## config.mk

```make
export PLATFORM = sky130hd
export DESIGN_NAME = writeback_unit_flat
export DESIGN_NICKNAME = d
export VERILOG_FILES = /design/src/rtl/writeback_if.sv /design/src/rtl/writeback_unit.sv /design/src/flat_wrapper.sv
export SDC_FILE = /design/constraint.sdc
export NUM_CORES = 1
export LEC_CHECK = 0
export CAP_MARGIN = 15
export CORE_UTILIZATION = 48
export CTS_CLUSTER_DIAMETER = 60
export DETAILED_ROUTE_END_ITERATION = 8
export DONT_BUFFER_PORTS = 1
export PLACE_DENSITY = 0.61
export SETUP_SLACK_MARGIN = 0.3
export SYNTH_ARGS = -nofsm -noshare
export SYNTH_HDL_FRONTEND = slang
export SYNTH_SLANG_ARGS = --single-unit
```

## constraint.sdc

```tcl
create_clock -name clk -period 1.85 [get_ports clk]
set_input_delay 0.37 -clock clk [delete_from_list [all_inputs] [get_ports clk]]
set_output_delay 0.37 -clock clk [all_outputs]
set_load 0.01 [all_outputs]
```

## src/rtl/writeback_if.sv

```systemverilog
// Writeback unit bus bundle.
// Carries the upstream retire handshake, the load-response channel and the
// register-file write port.
//   master : environment side. Drives the instruction fields and the memory
//            response, and observes in_ready and the write port.
//   slave  : writeback unit side.
interface writeback_if;
    logic        in_valid;
    logic        in_ready;
    logic [4:0]  in_rd;
    logic        in_reg_wr;
    logic [1:0]  in_wb_sel;
    logic [2:0]  in_funct3;
    logic [1:0]  in_addr_lo;
    logic [31:0] in_alu;
    logic [31:0] in_pc;
    logic [31:0] in_imm;
    logic        mem_rvalid;
    logic [31:0] mem_rdata;
    logic [4:0]  Rw;
    logic        RegWr;
    logic [31:0] busW;
    logic        wb_err;

    modport master (
        output in_valid, in_rd, in_reg_wr, in_wb_sel, in_funct3, in_addr_lo,
               in_alu, in_pc, in_imm, mem_rvalid, mem_rdata,
        input  in_ready, Rw, RegWr, busW, wb_err
    );

    modport slave (
        input  in_valid, in_rd, in_reg_wr, in_wb_sel, in_funct3, in_addr_lo,
               in_alu, in_pc, in_imm, mem_rvalid, mem_rdata,
        output in_ready, Rw, RegWr, busW, wb_err
    );
endinterface

```

## src/rtl/writeback_unit.sv

```systemverilog
// Final pipeline stage that produces the register-file write port.
// It accepts one retiring instruction per handshake and selects the write data
// from the ALU result, load data, PC+4 or the immediate. Loads wait in
// LOAD_WAIT for mem_rvalid, with a timeout. The unit extracts and sign- or
// zero-extends bytes and halves.
// Ports:
//   clk        : rising-edge clock
//   rst        : synchronous active-low reset
//   bus        : writeback_if.slave. Carries the handshake, the load response
//                and Rw/RegWr/busW/wb_err.
//   retire_cnt : count of retired instructions (wraps)
module writeback_unit #(
    parameter int unsigned LOAD_TIMEOUT = 16,
    parameter int unsigned RETIRE_W     = 32
) (
    input  logic                clk,
    input  logic                rst,
    writeback_if.slave          bus,
    output logic [RETIRE_W-1:0] retire_cnt
);
    localparam int unsigned TW = $clog2(LOAD_TIMEOUT + 1);

    typedef enum logic {IDLE, LOAD_WAIT} state_t;

    state_t              state_q, state_d;
    logic [4:0]          rd_q, rd_d;
    logic                reg_wr_q, reg_wr_d;
    logic [2:0]          funct3_q, funct3_d;
    logic [1:0]          addr_lo_q, addr_lo_d;
    logic [TW-1:0]       tmo_q, tmo_d;
    logic [TW-1:0]       tmo_inc;
    logic [4:0]          rw_q, rw_d;
    logic                regwr_q, regwr_d;
    logic [31:0]         busw_q, busw_d;
    logic                err_q, err_d;
    logic [RETIRE_W-1:0] retire_q, retire_d;

    logic                accept;
    logic                load_bad;
    logic [31:0]         direct_data;
    logic [7:0]          load_byte;
    logic [15:0]         load_half;
    logic [31:0]         load_data;

    assign bus.in_ready = (state_q == IDLE);
    assign accept       = bus.in_valid && (state_q == IDLE);
    assign tmo_inc      = tmo_q + TW'(1);

    // A load is rejected up front if funct3 is not a load width or the
    // offset is misaligned for that width.
    always_comb begin
        case (bus.in_funct3)
            3'b000, 3'b100: load_bad = 1'b0;
            3'b001, 3'b101: load_bad = bus.in_addr_lo[0];
            3'b010:         load_bad = (bus.in_addr_lo != 2'b00);
            default:        load_bad = 1'b1;
        endcase
    end

    always_comb begin
        case (bus.in_wb_sel)
            2'b10:   direct_data = bus.in_pc + 32'd4;
            2'b11:   direct_data = bus.in_imm;
            default: direct_data = bus.in_alu;
        endcase
    end

    // Little-endian lane extraction from the latched width and offset.
    always_comb begin
        case (addr_lo_q)
            2'd0:    load_byte = bus.mem_rdata[7:0];
            2'd1:    load_byte = bus.mem_rdata[15:8];
            2'd2:    load_byte = bus.mem_rdata[23:16];
            default: load_byte = bus.mem_rdata[31:24];
        endcase
        load_half = addr_lo_q[1] ? bus.mem_rdata[31:16] : bus.mem_rdata[15:0];
        case (funct3_q)
            3'b000:  load_data = {{24{load_byte[7]}}, load_byte};
            3'b100:  load_data = {24'd0, load_byte};
            3'b001:  load_data = {{16{load_half[15]}}, load_half};
            3'b101:  load_data = {16'd0, load_half};
            default: load_data = bus.mem_rdata;
        endcase
    end

    always_comb begin
        state_d   = state_q;
        rd_d      = rd_q;
        reg_wr_d  = reg_wr_q;
        funct3_d  = funct3_q;
        addr_lo_d = addr_lo_q;
        tmo_d     = tmo_q;
        rw_d      = rw_q;
        busw_d    = busw_q;
        regwr_d   = 1'b0;
        err_d     = 1'b0;
        retire_d  = retire_q;

        unique case (state_q)
            IDLE: begin
                if (accept) begin
                    if (bus.in_wb_sel != 2'b01) begin
                        retire_d = retire_q + RETIRE_W'(1);
                        if (bus.in_reg_wr && (bus.in_rd != 5'd0)) begin
                            regwr_d = 1'b1;
                            rw_d    = bus.in_rd;
                            busw_d  = direct_data;
                        end
                    end else if (load_bad) begin
                        err_d    = 1'b1;
                        retire_d = retire_q + RETIRE_W'(1);
                    end else begin
                        rd_d      = bus.in_rd;
                        reg_wr_d  = bus.in_reg_wr;
                        funct3_d  = bus.in_funct3;
                        addr_lo_d = bus.in_addr_lo;
                        tmo_d     = '0;
                        state_d   = LOAD_WAIT;
                    end
                end
            end
            LOAD_WAIT: begin
                // Data arriving on the last allowed cycle beats the timeout.
                if (bus.mem_rvalid) begin
                    retire_d = retire_q + RETIRE_W'(1);
                    state_d  = IDLE;
                    tmo_d    = '0;
                    if (reg_wr_q && (rd_q != 5'd0)) begin
                        regwr_d = 1'b1;
                        rw_d    = rd_q;
                        busw_d  = load_data;
                    end
                end else if (tmo_inc == TW'(LOAD_TIMEOUT)) begin
                    err_d    = 1'b1;
                    retire_d = retire_q + RETIRE_W'(1);
                    state_d  = IDLE;
                    tmo_d    = '0;
                end else begin
                    tmo_d = tmo_inc;
                end
            end
        endcase
    end

    always_ff @(posedge clk) begin
        if (!rst) begin
            state_q   <= IDLE;
            rd_q      <= '0;
            reg_wr_q  <= 1'b0;
            funct3_q  <= '0;
            addr_lo_q <= '0;
            tmo_q     <= '0;
            rw_q      <= '0;
            regwr_q   <= 1'b0;
            busw_q    <= '0;
            err_q     <= 1'b0;
            retire_q  <= '0;
        end else begin
            state_q   <= state_d;
            rd_q      <= rd_d;
            reg_wr_q  <= reg_wr_d;
            funct3_q  <= funct3_d;
            addr_lo_q <= addr_lo_d;
            tmo_q     <= tmo_d;
            rw_q      <= rw_d;
            regwr_q   <= regwr_d;
            busw_q    <= busw_d;
            err_q     <= err_d;
            retire_q  <= retire_d;
        end
    end

    assign bus.Rw     = rw_q;
    assign bus.RegWr  = regwr_q;
    assign bus.busW   = busw_q;
    assign bus.wb_err = err_q;
    assign retire_cnt = retire_q;
endmodule

```

## src/flat_wrapper.sv

```systemverilog
// flat-port wrapper written by rule: the top's interface ports become plain ports
module writeback_unit_flat 
#(
    parameter int unsigned LOAD_TIMEOUT = 16,
    parameter int unsigned RETIRE_W     = 32
)
  (clk, rst, retire_cnt, bus_in_valid, bus_in_rd, bus_in_reg_wr, bus_in_wb_sel, bus_in_funct3, bus_in_addr_lo, bus_in_alu, bus_in_pc, bus_in_imm, bus_mem_rvalid, bus_mem_rdata, bus_in_ready, bus_Rw, bus_RegWr, bus_busW, bus_wb_err);
  writeback_if bus_i ();
  input  logic clk;
  input  logic rst;
  output logic [RETIRE_W-1:0] retire_cnt;
  input wire logic [$bits(bus_i.in_valid)-1:0] bus_in_valid;
  input wire logic [$bits(bus_i.in_rd)-1:0] bus_in_rd;
  input wire logic [$bits(bus_i.in_reg_wr)-1:0] bus_in_reg_wr;
  input wire logic [$bits(bus_i.in_wb_sel)-1:0] bus_in_wb_sel;
  input wire logic [$bits(bus_i.in_funct3)-1:0] bus_in_funct3;
  input wire logic [$bits(bus_i.in_addr_lo)-1:0] bus_in_addr_lo;
  input wire logic [$bits(bus_i.in_alu)-1:0] bus_in_alu;
  input wire logic [$bits(bus_i.in_pc)-1:0] bus_in_pc;
  input wire logic [$bits(bus_i.in_imm)-1:0] bus_in_imm;
  input wire logic [$bits(bus_i.mem_rvalid)-1:0] bus_mem_rvalid;
  input wire logic [$bits(bus_i.mem_rdata)-1:0] bus_mem_rdata;
  output wire logic [$bits(bus_i.in_ready)-1:0] bus_in_ready;
  output wire logic [$bits(bus_i.Rw)-1:0] bus_Rw;
  output wire logic [$bits(bus_i.RegWr)-1:0] bus_RegWr;
  output wire logic [$bits(bus_i.busW)-1:0] bus_busW;
  output wire logic [$bits(bus_i.wb_err)-1:0] bus_wb_err;
  assign bus_i.in_valid = bus_in_valid;
  assign bus_i.in_rd = bus_in_rd;
  assign bus_i.in_reg_wr = bus_in_reg_wr;
  assign bus_i.in_wb_sel = bus_in_wb_sel;
  assign bus_i.in_funct3 = bus_in_funct3;
  assign bus_i.in_addr_lo = bus_in_addr_lo;
  assign bus_i.in_alu = bus_in_alu;
  assign bus_i.in_pc = bus_in_pc;
  assign bus_i.in_imm = bus_in_imm;
  assign bus_i.mem_rvalid = bus_mem_rvalid;
  assign bus_i.mem_rdata = bus_mem_rdata;
  assign bus_in_ready = bus_i.in_ready;
  assign bus_Rw = bus_i.Rw;
  assign bus_RegWr = bus_i.RegWr;
  assign bus_busW = bus_i.busW;
  assign bus_wb_err = bus_i.wb_err;
  writeback_unit #(.LOAD_TIMEOUT(LOAD_TIMEOUT), .RETIRE_W(RETIRE_W)) u_core (.clk(clk), .rst(rst), .bus(bus_i), .retire_cnt(retire_cnt));
endmodule
```

Yosys cells after proc, flatten, opt, wreduce, memory -nomap -nowiden
Index checks and enable logic that the tools add are counted.
{"block": "word_totals", "reg_bits": 88, "inputBits": 145, "output_inout_bits": 72, "word_cells": 101}
{"block": "classes", "addsub": 3, "eq_ne": 22, "muxes": 47, "bitwise_logic": 3, "reduce_logical": 15}
{"operator": "$mux W32", "count": 10}
{"operator": "$pmux W32 S2", "count": 3}
{"operator": "$pmux W32 S4", "count": 1}
{"operator": "$mux W5", "count": 10}
{"operator": "$add A32 B1 Y32 const B", "count": 1}
{"operator": "$add A32 B3 Y32 const B", "count": 1}
{"operator": "$pmux W8 S3", "count": 1}
{"operator": "$pmux W5 S2", "count": 2}
{"operator": "$mux W16", "count": 1}
{"operator": "$mux W1", "count": 15}
{"operator": "$eq A3 B3 Y1 const B", "count": 4}
{"operator": "$reduce_bool A5 Y1", "count": 2}
{"operator": "$ne A2 B1 Y1 const B", "count": 4}
{"operator": "$ne A2 B2 Y1 const B", "count": 4}
{"operator": "$eq A2 B2 Y1 const B", "count": 3}
{"operator": "$eq A3 B1 Y1 const B", "count": 2}
{"operator": "$logic_not A3 Y1", "count": 2}
{"operator": "$pmux W1 S2", "count": 3}
{"operator": "$reduce_and A3 Y1", "count": 2}
{"operator": "$add A5 B1 Y5 const B", "count": 1}
{"operator": "$eq A5 B5 Y1 const B", "count": 1}
{"operator": "$reduce_and A5 Y1", "count": 1}
{"operator": "$reduce_and A4 Y1", "count": 1}
{"operator": "$reduce_or A2 Y1", "count": 2}
{"operator": "other kinds (9)", "count": 13}

Logic depth before layout (Yosys ltp)
{"block": "logic_depth", "depth_word": 7, "ltp_mapped": 8, "depth_no_buf": 7}

Least setup slack after synthesis
Ideal clock, no wire load.
{"block": "synth_path", "path_kind": "in2reg", "start": "in bus_in_rd[1]", "end": "reg u_core.busw_q[7], in the netlist u_core.bus.busW[7]", "setup_time_ns": 0.087, "t_arrival_ns": 1.893, "required_ns": 1.763, "slack_ns": -0.130, "cell_stages": 7, "n_path_buf": 2, "path_cell_list": "or4_1 o2111ai_1 and2_1 buf_2 buf_2 nand3_1 o31ai_1"}
{"block": "synth_via", "elab_chain_len": 4}
{"item": "start, declared", "line_no": "flat_wrapper.sv:13", "text": "input wire logic [$bits(bus_i.in_rd)-1:0] bus_in_rd;"}
{"item": "$reduce_bool A5 Y1", "line_no": "writeback_unit.sv:104", "text": "if (bus.in_reg_wr && (bus.in_rd != 5'd0)) begin"}
{"item": "$logic_and A1 B1 Y1", "line_no": "writeback_unit.sv:104"}
{"item": "$ne A2 B1 Y1 (no line)"}
{"item": "$reduce_and A5 Y1 (no line)"}
{"item": "end signal, assigned", "line_no": "writeback_unit.sv:167", "text": "busw_q <= busw_d;"}
{"item": "end, declared", "line_no": "writeback_unit.sv:34", "text": "logic [31:0] busw_q, busw_d;"}
No other way between the ends.
A chain may end at the register's enable or synchronous reset.

Worst setup path after layout
{"block": "layout_path", "start": "reg u_core.addr_lo_q[1]", "end": "reg u_core.busw_q[15], in the netlist u_core.bus.busW[15]"}
{"block": "layout_via", "elab_chain_len": 6, "elab_cells_between_ends": 9, "cone_classes": "2 x eq/ne; 6 x mux; 1 x reduce/logical"}
{"item": "start, declared", "line_no": "writeback_unit.sv:29", "text": "logic [1:0] addr_lo_q, addr_lo_d;"}
{"item": "start signal, assigned", "line_no": "writeback_unit.sv:163", "text": "addr_lo_q <= addr_lo_d;"}
{"item": "$eq A2 B2 Y1, or another cell as far along", "line_no": "writeback_unit.sv:70", "text": "case (addr_lo_q)"}
{"item": "$pmux W8 S3", "line_no": "writeback_unit.sv:70"}
{"item": "$pmux W32 S4 (*)", "line_no": "writeback_unit.sv:77", "text": "case (funct3_q)"}
{"item": "$mux W32 (*)", "line_no": "writeback_unit.sv:128", "text": "if (reg_wr_q && (rd_q != 5'd0)) begin"}
{"item": "$mux W32 (*)", "line_no": "writeback_unit.sv:124", "text": "if (bus.mem_rvalid) begin"}
{"item": "$pmux W32 S2 (*)", "line_no": "writeback_unit.sv:99", "text": "unique case (state_q)"}
Mark *: on every way between the ends. The rest lies on a longest branch, timed or not. The select of a mux whose other input is x is not followed.

==> out/results.tsv <==
metric	value	unit
status	complete, but fails checks	
failing checks	negative setup slack	
vias post-DR	6332	
placer congestion estimate	0.9664	
CTS clk-pin slew, worst paths	0.07	ns
Fin Setup TNS	-0.7486	ns
CP startpoint kind	flip-flop	
Critical Path Sink Type	flip-flop	
synth-to-layout area growth	47.33	%
register bit count reported by yosys	88	
Pint	0.003366	W
drt first pass iters	5	
Seq/Total Area, Yosys	31.41	%
relative slew slack	69.54	%
mapped cell area	5609	sq um
worst r2r path cells	7	
count leader, synth	dfxtp_1	
RSZ-0062 raised after global routing	yes	
post-synthesis area per instance	7.968	sq um
crit-path cells	mux4_2, nand4b_1, nand2_2, a211oi_2, buf_4, o32a_1, a21oi_1	
Crit path depth	7	
Post-DRT Antenna Nets	0	
Critical path destination	u_core.bus.busW[15]	
gr usage total	35.12	%
clock buffer depth	2	
Routed WL	23.03	mm
CP arrival	2.18	ns
Gate power share	15.9	%
crit path launch	u_core.addr_lo_q[1]	
hold crit path type	in2reg	
CTS tree	built	
Ys Warns	0	
DRC errors left	0	
grt ovf	0	
initial antenna violation count	0	
H-tree levels	3	
clock network fraction of total power	41.3	%
top fanout value on the critical path	5	
Starting Density	49.12	%
max-cap violation count	0	
FF-to-FF setup slack	-0.08	ns
ys flop type	dfxtp_1	
reg2reg end	u_core.bus.busW[15]	
sw power	0.001366	W
met2 wire len	11.55	mm
Synth top area share	31.41	%
syn nets	852	
Core Area	11420	sq um
wire per inst	23.82	um
total placed instance area	6645	sq um
Die Footprint	12120	sq um
number of global-route vias before repair	5883	
IO Port Bufs	0	
row cnt	39	
Final #Nets	967	
total CTS buffers	9	
endpoints failing setup	17	
top post-synthesis cells by count	dfxtp_1, nor2_1, a21oi_1	
Vias/cell	6.548	
CTS root buf	clkbuf_16	
WS Path Type	reg2reg	
Die Wd	110.1	um
Switching Fraction	28.87	%
Hold Fails Final Rpt	0	
M1 wire length	8.367	mm
io pins	217	
Hold Path Cell Cnt	2	
fraction of registers with async set or reset after synthesis	0	%
Fillers	873	
Setup Skew	0.01020	ns
synth top area cells	dfxtp_1, mux2i_1, a21oi_1	
metal3 WL	2.037	mm
post-synthesis cell type count	65	
power density cells	572.6	nW/um^2
final setup margin	-0.08235	ns
Max Clk Rate	517.5	MHz
count of final max-slew check failures	0	
DIE HEIGHT	110.1	um
Top delay family on crit path	multiplexers	
Final period util	104.5	%
worst-margin pin slew	0.4562	ns
initial DRC count	436	
crit-path max cell delay	0.52	ns
share of cells above drive strength 1	40.17	%
CP required	2.10	ns
Tmin final	1.932	ns
DP Worst Slack	-0.3241	ns
synthesized instance count	704	
Post-synth EDFFs	0	
DR top layer	met4	
final HPWL from detailed placement	16.18	mm
Antenna Cells	0	
area leader, netlist	dfxtp_1	
Clk Latency, worst-skew pair	0.36	ns
Num Clock Sinks	88	
largest net degree at the start of global routing	39	
Max stage delay cell, worst path	mux4_2	
first-pass GRT wire length	31.51	mm
maximum VDD drop	0.8062	mV
FF-to-FF Start	u_core.addr_lo_q[1]	
WP buf/inv	1	
design area	8264	sq um
P_leak	3.054	nW
Reg power frac	42.8	%
==> power by group through the flow <==
| stage | registers, W | logic (W) | clock network [W] |
|---|---|---|---|
| 6_report | 0.00203 | 0.000753 | 0.00195 |
| 3_5_place_dp | 0.00207 | 0.000563 | 0 |
| 5_1_grt | 0.00203 | 0.000802 | 0.00202 |
| 2_1_floorplan | 0.00205 | 0.000427 | 0 |
| 3_3_place_gp | 0.00207 | 0.000553 | 0 |
| 4_1_cts | 0.00202 | 0.000644 | 0.00195 |
==> registers in the layout (all words and copies together), names as in the netlist <==
signal	count
u_core.state_q	1
u_core.bus.RegWr	1
u_core.tmo_q	5
u_core.bus.Rw	5
u_core.reg_wr_q	1
u_core.bus.wb_err	1
u_core.funct3_q	3
u_core.rd_q	5
u_core.retire_cnt	32
u_core.addr_lo_q	2
u_core.bus.busW	32
==> area by class of cell <==
type                    count  area, sq um  share of cell area (%)
clock buffers               9        225.2                   2.725
clock inverters             7        78.83                  0.9538
flip-flops and latches     88         1800                   21.79
multi-input cells         554         4553                   55.09
repair buffers            149         1359                   16.44
inverters                  17        68.82                  0.8327
well taps                 143        178.9                   2.165
==> how the worst min path moves through the flow <==
stage                         start                  end  slack [ns]
global route                    rst  u_core.bus.busW[17]        0.14
detailed placement  u_core.reg_wr_q      u_core.reg_wr_q        0.49
finish                          rst   u_core.bus.busW[5]        0.14
global placement    u_core.reg_wr_q      u_core.reg_wr_q        0.49
floorplan           u_core.reg_wr_q      u_core.reg_wr_q        0.46
CTS                             rst  u_core.bus.busW[11]        0.13
==> metrics by stage <==
stage / hold slack [ns] / total power, W / utilization (%) / cells
floorplan: 0.4630 / 0.002477 / - / 704
global placement: 0.4853 / 0.002619 / 58.20 / 904
detailed placement: 0.4878 / 0.002630 / 58.20 / 904
CTS: 0.1298 / 0.004617 / 66.73 / 945
global route: 0.1357 / 0.004860 / 72.38 / 967
finish: 0.1350 / 0.004732 / 72.38 / 967
==> cell families after synthesis <==
group / share of synthesized area (%)
AOI/OAI and AO/OA: 25.41
buffers and inverters: 4.573
and+or+nand+nor: 24.85
xor gates and xnor gates: 7.027
adders and majority gates: 0.6693
DFF: 31.41
muxes: 6.067
==> layout by cell type, fill, tap and decap left out, types with 6 or more instances in the layout <==
master	Yosys	final
buf_6	0	26
nand3_2	0	13
dfxtp_4	0	6
nand2_2	1	6
a21oi_1	51	39
o21ai_0	23	10
inv_1	15	14
buf_4	0	111
xor2_1	17	17
a221oi_1	12	9
o21ai_2	0	7
nand4_1	21	21
nor4_4	0	11
o221ai_1	7	6
a22oi_1	6	6
o31ai_1	16	6
a221o_1	11	11
a31oi_1	13	13
dfxtp_1	88	69
dfxtp_2	0	13
nor3_1	14	6
o21ai_1	1	6
nand3_1	42	25
nor2_1	64	54
a211oi_1	14	8
o211ai_1	9	9
nor2b_1	8	6
o31ai_2	0	9
xnor2_1	28	27
nand2b_1	15	11
and3_1	9	9
clkbuf_16	0	12
a21o_1	10	10
nand2_1	46	35
mux2i_1	27	27
a21oi_2	1	12
nor2_2	0	7
==> per-layer routing <==
metal	global-route usage (%)	up-vias
li1	-	2885
met2	62.14	340
met1	38.18	3036
met4	18.23	0
met5	0	-
met3	9.700	71
==> timing repair <==
| item | in CTS | in global routing |
|---|---|---|
| setup endpoints to repair | 72 | 75 |
| hold buffers | 0 | 0 |
| endpoints found under the hold margin | 0 | 0 |
| pin swaps | 37 | 69 |
| setup buffers | 20 | 18 |
| gates cloned | 5 | 4 |
| gates resized for setup | 102 | 96 |
Power figures use the tool's default switching activity.
